<file path="config.mk">
export PLATFORM = sky130hd
export DESIGN_NAME = tick_divider_bank
export DESIGN_NICKNAME = d
export VERILOG_FILES = /design/src/rtl/tick_pkg.sv /design/src/rtl/tick_channel.sv /design/src/rtl/tick_divider_bank.sv
export SDC_FILE = /design/constraint.sdc
export NUM_CORES = 1
export LEC_CHECK = 0
export BUFFER_PORTS_ARGS = -buffer_cell sky130_fd_sc_hd__buf_2
export CAP_MARGIN = 15
export CORE_UTILIZATION = 55
export CTS_CLUSTER_SIZE = 30
export DETAILED_ROUTE_END_ITERATION = 16
export PLACE_DENSITY = 0.75
export SYNTH_ARGS = -nofsm -noshare
export SYNTH_HDL_FRONTEND = slang
export SYNTH_SLANG_ARGS = --single-unit
</file>
<file path="constraint.sdc">
create_clock -name clk -period 3.3 [get_ports clk]
set_input_delay 0.165 -clock clk [delete_from_list [all_inputs] [get_ports clk]]
set_output_delay 0.165 -clock clk [all_outputs]
set_load 0.05 [all_outputs]
</file>
<file path="src/rtl/tick_pkg.sv">
`default_nettype none
// +----------------------------------------------------------------------+
// | Module : tick_pkg                                                    |
// | Desc   : Shared clock-rate and divisor constants for the tick bank.  |
// | Rev    : 1.0  initial release                                        |
// +----------------------------------------------------------------------+
package tick_pkg;
  localparam int unsigned CLK_HZ     = 100_000_000;
  localparam int unsigned DIV_1HZ    = 100_000_000;
  localparam int unsigned DIV_2HZ    = 50_000_000;
  localparam int unsigned DIV_500HZ  = 200_000;
  localparam int unsigned DEF_CNT_W  = 27;
endpackage
`default_nettype wire

</file>
<file path="src/rtl/tick_channel.sv">
`default_nettype none
// +----------------------------------------------------------------------+
// | Module : tick_channel                                                |
// | Desc   : One divider slice: loadable divisor, pause, clear, tick, sq |
// | Rev    : 1.0  initial release                                        |
// +----------------------------------------------------------------------+
module tick_channel
  import tick_pkg::*;
#(
  parameter int unsigned          CNT_W   = DEF_CNT_W,
  parameter logic [CNT_W-1:0]     RST_DIV = CNT_W'(DIV_1HZ)
) (
  input  logic             clk,
  input  logic             rst,
  input  logic             pause,
  input  logic             clr,
  input  logic             ld,
  input  logic [CNT_W-1:0] ld_div,
  output logic             tick,
  output logic             sq
);

  logic [CNT_W-1:0] r_cnt;
  logic [CNT_W-1:0] r_div;
  logic             r_tick;
  logic             r_sq;

  // Zero divisor is treated as a hold, so div-1 is only evaluated when div>=1.
  always_ff @(posedge clk) begin
    if (!rst) begin
      r_cnt  <= '0;
      r_div  <= RST_DIV;
      r_tick <= 1'b0;
      r_sq   <= 1'b0;
    end else if (ld) begin
      r_div  <= ld_div;
      r_cnt  <= '0;
      r_tick <= 1'b0;
    end else if (clr) begin
      r_cnt  <= '0;
      r_tick <= 1'b0;
      r_sq   <= 1'b0;
    end else if (pause || (r_div == '0)) begin
      r_tick <= 1'b0;
    end else if (r_cnt == (r_div - CNT_W'(1))) begin
      r_cnt  <= '0;
      r_tick <= 1'b1;
      r_sq   <= ~r_sq;
    end else begin
      r_cnt  <= r_cnt + CNT_W'(1);
      r_tick <= 1'b0;
    end
  end

  assign tick = r_tick;
  assign sq   = r_sq;

endmodule
`default_nettype wire

</file>
<file path="src/rtl/tick_divider_bank.sv">
`default_nettype none
// +----------------------------------------------------------------------+
// | Module : tick_divider_bank                                           |
// | Desc   : NUM_CH independent tick dividers plus a free-running base   |
// |          prescaler for display multiplexing.                         |
// | Rev    : 1.0  initial release                                        |
// +----------------------------------------------------------------------+
module tick_divider_bank
  import tick_pkg::*;
#(
  parameter int unsigned                NUM_CH   = 4,
  parameter int unsigned                CNT_W    = DEF_CNT_W,
  parameter logic [NUM_CH*CNT_W-1:0]    DEF_DIV  = {NUM_CH{CNT_W'(DIV_2HZ)}},
  parameter int unsigned                BASE_DIV = DIV_500HZ,
  localparam int unsigned               CH_W     = (NUM_CH > 1) ? $clog2(NUM_CH) : 1
) (
  input  logic              clk,
  input  logic              rst,
  input  logic [NUM_CH-1:0] pause,
  input  logic [NUM_CH-1:0] clr,
  input  logic              cfg_wr,
  input  logic [CH_W-1:0]   cfg_ch,
  input  logic [CNT_W-1:0]  cfg_div,
  output logic [NUM_CH-1:0] tick,
  output logic [NUM_CH-1:0] sq,
  output logic              base_tick
);

  localparam int unsigned BASE_W = (BASE_DIV > 1) ? $clog2(BASE_DIV) : 1;

  logic [NUM_CH-1:0] w_ld;
  logic [BASE_W-1:0] r_base_cnt;
  logic              r_base_tick;

  for (genvar i = 0; i < NUM_CH; i++) begin : g_ch
    // Addresses at or beyond NUM_CH match no slice, so such writes vanish.
    assign w_ld[i] = cfg_wr && (32'(cfg_ch) == i);

    tick_channel #(
      .CNT_W   (CNT_W),
      .RST_DIV (DEF_DIV[i*CNT_W +: CNT_W])
    ) u_ch (
      .clk    (clk),
      .rst    (rst),
      .pause  (pause[i]),
      .clr    (clr[i]),
      .ld     (w_ld[i]),
      .ld_div (cfg_div),
      .tick   (tick[i]),
      .sq     (sq[i])
    );
  end

  always_ff @(posedge clk) begin
    if (!rst) begin
      r_base_cnt  <= '0;
      r_base_tick <= 1'b0;
    end else if (r_base_cnt == BASE_W'(BASE_DIV - 1)) begin
      r_base_cnt  <= '0;
      r_base_tick <= 1'b1;
    end else begin
      r_base_cnt  <= r_base_cnt + BASE_W'(1);
      r_base_tick <= 1'b0;
    end
  end

  assign base_tick = r_base_tick;

endmodule
`default_nettype wire

</file>
==> summary.txt <==
Status
  • Status: completed

Placed design
  • Cell area after placement: 14800 sq um
  • Post-DP HPWL: 27600 um
  • # port buffers: 48
  • Final GP Congestion: 0.928

Clocking
  • Htree depth: 1
  • Num CTS Buffers: 27
  • CTS tree: done
  • CTS sink count: 243
  • Clk Latency, worst-skew pair: 0.55 ns
  • Clock-pin transition on the worst setup and hold timing paths: 0.06 ns
  • Clock Path Buffers: 3
  • Clk root buf: clkbuf_16

Layout
  • Post-Layout Inst Area: 16100 sq um
  • Layout Area Growth over Synthesis: 16.5%
  • Antenna cells: 0
  • Fraction of layout cells with a size suffix above 1: 0.126
  • Nets: 1933

Synthesis
  • Yosys top cell by area: dfxtp_1
  • Dominant cells by area after synthesis: dfxtp_1, nand2_1, xnor2_1
  • Top cell type's share of synthesized area: 0.352
  • EDFF count, synth: 0
  • Main synth FF type: dfxtp_1
  • Cell count after synthesis: 1776
  • Synth cell types: 75
  • Post-Syn Area per Cell: 7.77 sq um
  • Cell Area, Synth: 13800 sq um
  • Ys Warns: 0
  • FFs w/ async S/R, synth: 0
  • Syn_nets: 1825
  • Post-synthesis sequential area ratio: 0.352
  • Commonest cells post-synth: nand2_1, dfxtp_1, nor2_1, xnor2_1
  • Yosys reg bits: 243
  • Count leader, synth: nand2_1

STA
  • Setup violations, final: 0
  • Measured slew at the worst slew-check pin: 1.08 ns
  • Min Hold Slack: 0.0380 ns
  • Tcrit/Tclk final: 0.989
  • Slew Limit Fails: 0
  • Setup TNS Final: 0 ns
  • Min Tclk post-route: 3.26 ns
  • Hold Fails Final Rpt: 0
  • Slew HR: 0.277
  • RSZ-0062 raised after global routing: true
  • Post-Route Skew: 0.0155 ns
  • Fmax: 0.306 GHz

Route
  • Final ANT Viol Nets: 0
  • Drt pass-1 iters: 6
  • Vias: 13300
  • Drt wl/cell: 17.4 um
  • Routed WL: 38800 um
  • Via/cell ratio: 5.99
  • Residual DRC count: 0
  • Starting DRT DRC Count: 1193

Pwr
  • Tot Pwr: 6.72 mW
  • Clock share of power: 0.439
  • Sequential cell fraction of total power: 0.456
  • Leak pwr: 5.82 nW
  • PD cells: 418 nW/um^2
  • Combinational Power Share: 0.105
  • Int Pwr: 5.01 mW
  • Worst vdd ir: 0.430 mV
  • Net switching power: 1.71 mW
  • Switching share of power: 0.254

Global routing
  • Initial antenna violation count: 0
  • GR peak layer: met2
  • Met2 usage: 0.504
  • GRT Overall Usage: 0.299
  • Grt met1 use: 0.392
  • Vias in the first global route: 12300
  • Largest net degree at the start of global routing: 56
  • Grt ovf: 0
  • First-pass GRT wire length: 63000 um
  • GR met3 Demand/Resource: 0.0336

Floorplan
  • Core area: 24500 sq um
  • Die W: 160 um
  • Initial Util: 0.564
  • Die height: 160 um
  • Top Ports: 49
  • Full die area: 25700 sq um
  • Site row count: 57

Min path
  • Min-Delay Path Class: primary input to register

Critical path
  • CP Data Arrival Time: 3.70 ns
  • Crit Path Max Fanout: 7
  • Crit path capture type: register
  • Worst Path Required: 3.74 ns
  • Crit path kind: register to register
  • CP Launch Type: register

Job
  • Max Cap Violations: 0
cell families (layout without fill, tap and decap cells):
| logic type | Yosys count | after routing | share of synthesized area |
|---|---|---|---|
| mux | 15 | 15 | 0.0111 |
| flops | 243 | 243 | 0.352 |
| simple gates | 945 | 945 | 0.343 |
| buf+inv | 134 | 261 | 0.0424 |
| compound gates | 191 | 191 | 0.0912 |
| fa+ha+maj | 9 | 9 | 0.00816 |
| xor+xnor | 239 | 239 | 0.152 |
worst paths after layout:
check	startpoint	end	slack (ns)	depth (start not counted)
worst min register to register	r_base_cnt[0]$_SDFF_PP0_	r_base_cnt[0]$_SDFF_PP0_	0.47	1
worst max-delay path	g_ch[1].u_ch.r_div[0]$_SDFFE_PN0P_	g_ch[1].u_ch.r_cnt[13]$_SDFFE_PP0N_	0.04	10
worst min-delay path	clr[0]	g_ch[0].u_ch.sq$_SDFFE_PN0P_	0.04	3
worst max register to register	g_ch[1].u_ch.r_div[0]$_SDFFE_PN0P_	g_ch[1].u_ch.r_cnt[13]$_SDFFE_PP0N_	0.04	10
cells in the final DEF (no fill, tap or decap), drive strengths merged, types with 4 or more instances in the layout:
cell	Yosys	final
nand2	302	302
dfxtp	243	243
nor2	157	157
buf	27	147
xnor2	129	129
nand3	110	110
xor2	110	110
nor3	106	106
a21oi	78	78
nand4	45	45
clkbuf	72	39
inv	35	36
nor4	36	36
or4	33	33
dlygate4sd3	0	30
or3	29	29
o21ai	24	24
and3	23	23
and4	15	15
mux2i	13	13
o211ai	12	12
nor2b	11	11
nand4b	10	10
or2	10	10
and2	10	10
nor3b	10	10
o31ai	9	9
ha	9	9
nand3b	8	8
a31oi	8	8
nand2b	6	6
o41ai	6	6
clkinv	0	6
and3b	5	5
nor4b	5	5
a2111oi	5	5
or4b	5	5
o311ai	4	4
o2111ai	4	4
or3b	4	4
final cells by class:
type / instances / area [sq um]
flip-flops and latches: 243 / 4870
clock buffers: 38 / 747
multi-input cells: 1399 / 8460
inverters: 35 / 131
clock inverters: 10 / 106
repair buffers: 178 / 1370
well taps: 324 / 405
fillers: 2057 / 8380
registers in the layout, summed over array words and instances (netlist names):
register	flops
g_ch.u_ch.tick	4
g_ch.u_ch.r_div	108
base_tick	1
g_ch.u_ch.r_cnt	108
r_base_cnt	18
g_ch.u_ch.sq	4
per-layer routing:
layer  share of wire  up-vias
met5               0        -
met4           0.038        0
met3           0.058       97
met2            0.47      429
met1            0.44     6359
li1                -     6453
metrics by stage:
step / std cells / utilization / setup WS (ns)
global route: 2227 / 0.658 / -0.0427
finish: 2227 / 0.658 / 0.0351
global placement: 2144 / 0.605 / 0.0105
detailed placement: 2144 / 0.605 / -0.0133
floorplan: 1776 / - / 0.00568
CTS: 2222 / 0.652 / 0.0359
worst max-delay path: stages (launching register included):
cell and delay, ns:
dfxtp_2 0.32, buf_6 0.12, or4_4 0.53, or4_4 0.48
or4b_1 0.52, a222oi_1 0.22, nand3_1 0.16, nand4b_1 0.27
o21ai_4 0.28, clkbuf_16 0.21, nor2_1 0.04
timing repair:
| action | in CTS | in global routing |
|---|---|---|
| hold buffers | 30 | 0 |
| hold endpoints to repair | 109 | 0 |
| pin swaps | 0 | 4 |
| buffers inserted | 0 | 3 |
| gates cloned | 0 | 2 |
| setup endpoints to repair | 28 | 82 |
| gates resized for setup | 1 | 19 |
power groups by stage:
stage | Clock [mW] | Sequential [mW] | Combinational, mW
3_5_place_dp | 0 | 3.13 | 0.645
3_3_place_gp | 0 | 3.13 | 0.632
5_1_grt | 3.11 | 3.07 | 0.767
2_1_floorplan | 0 | 3.11 | 0.415
6_report | 2.95 | 3.07 | 0.704
4_1_cts | 2.99 | 3.06 | 0.677
Note: power is estimated with default switching activity, not from simulation.
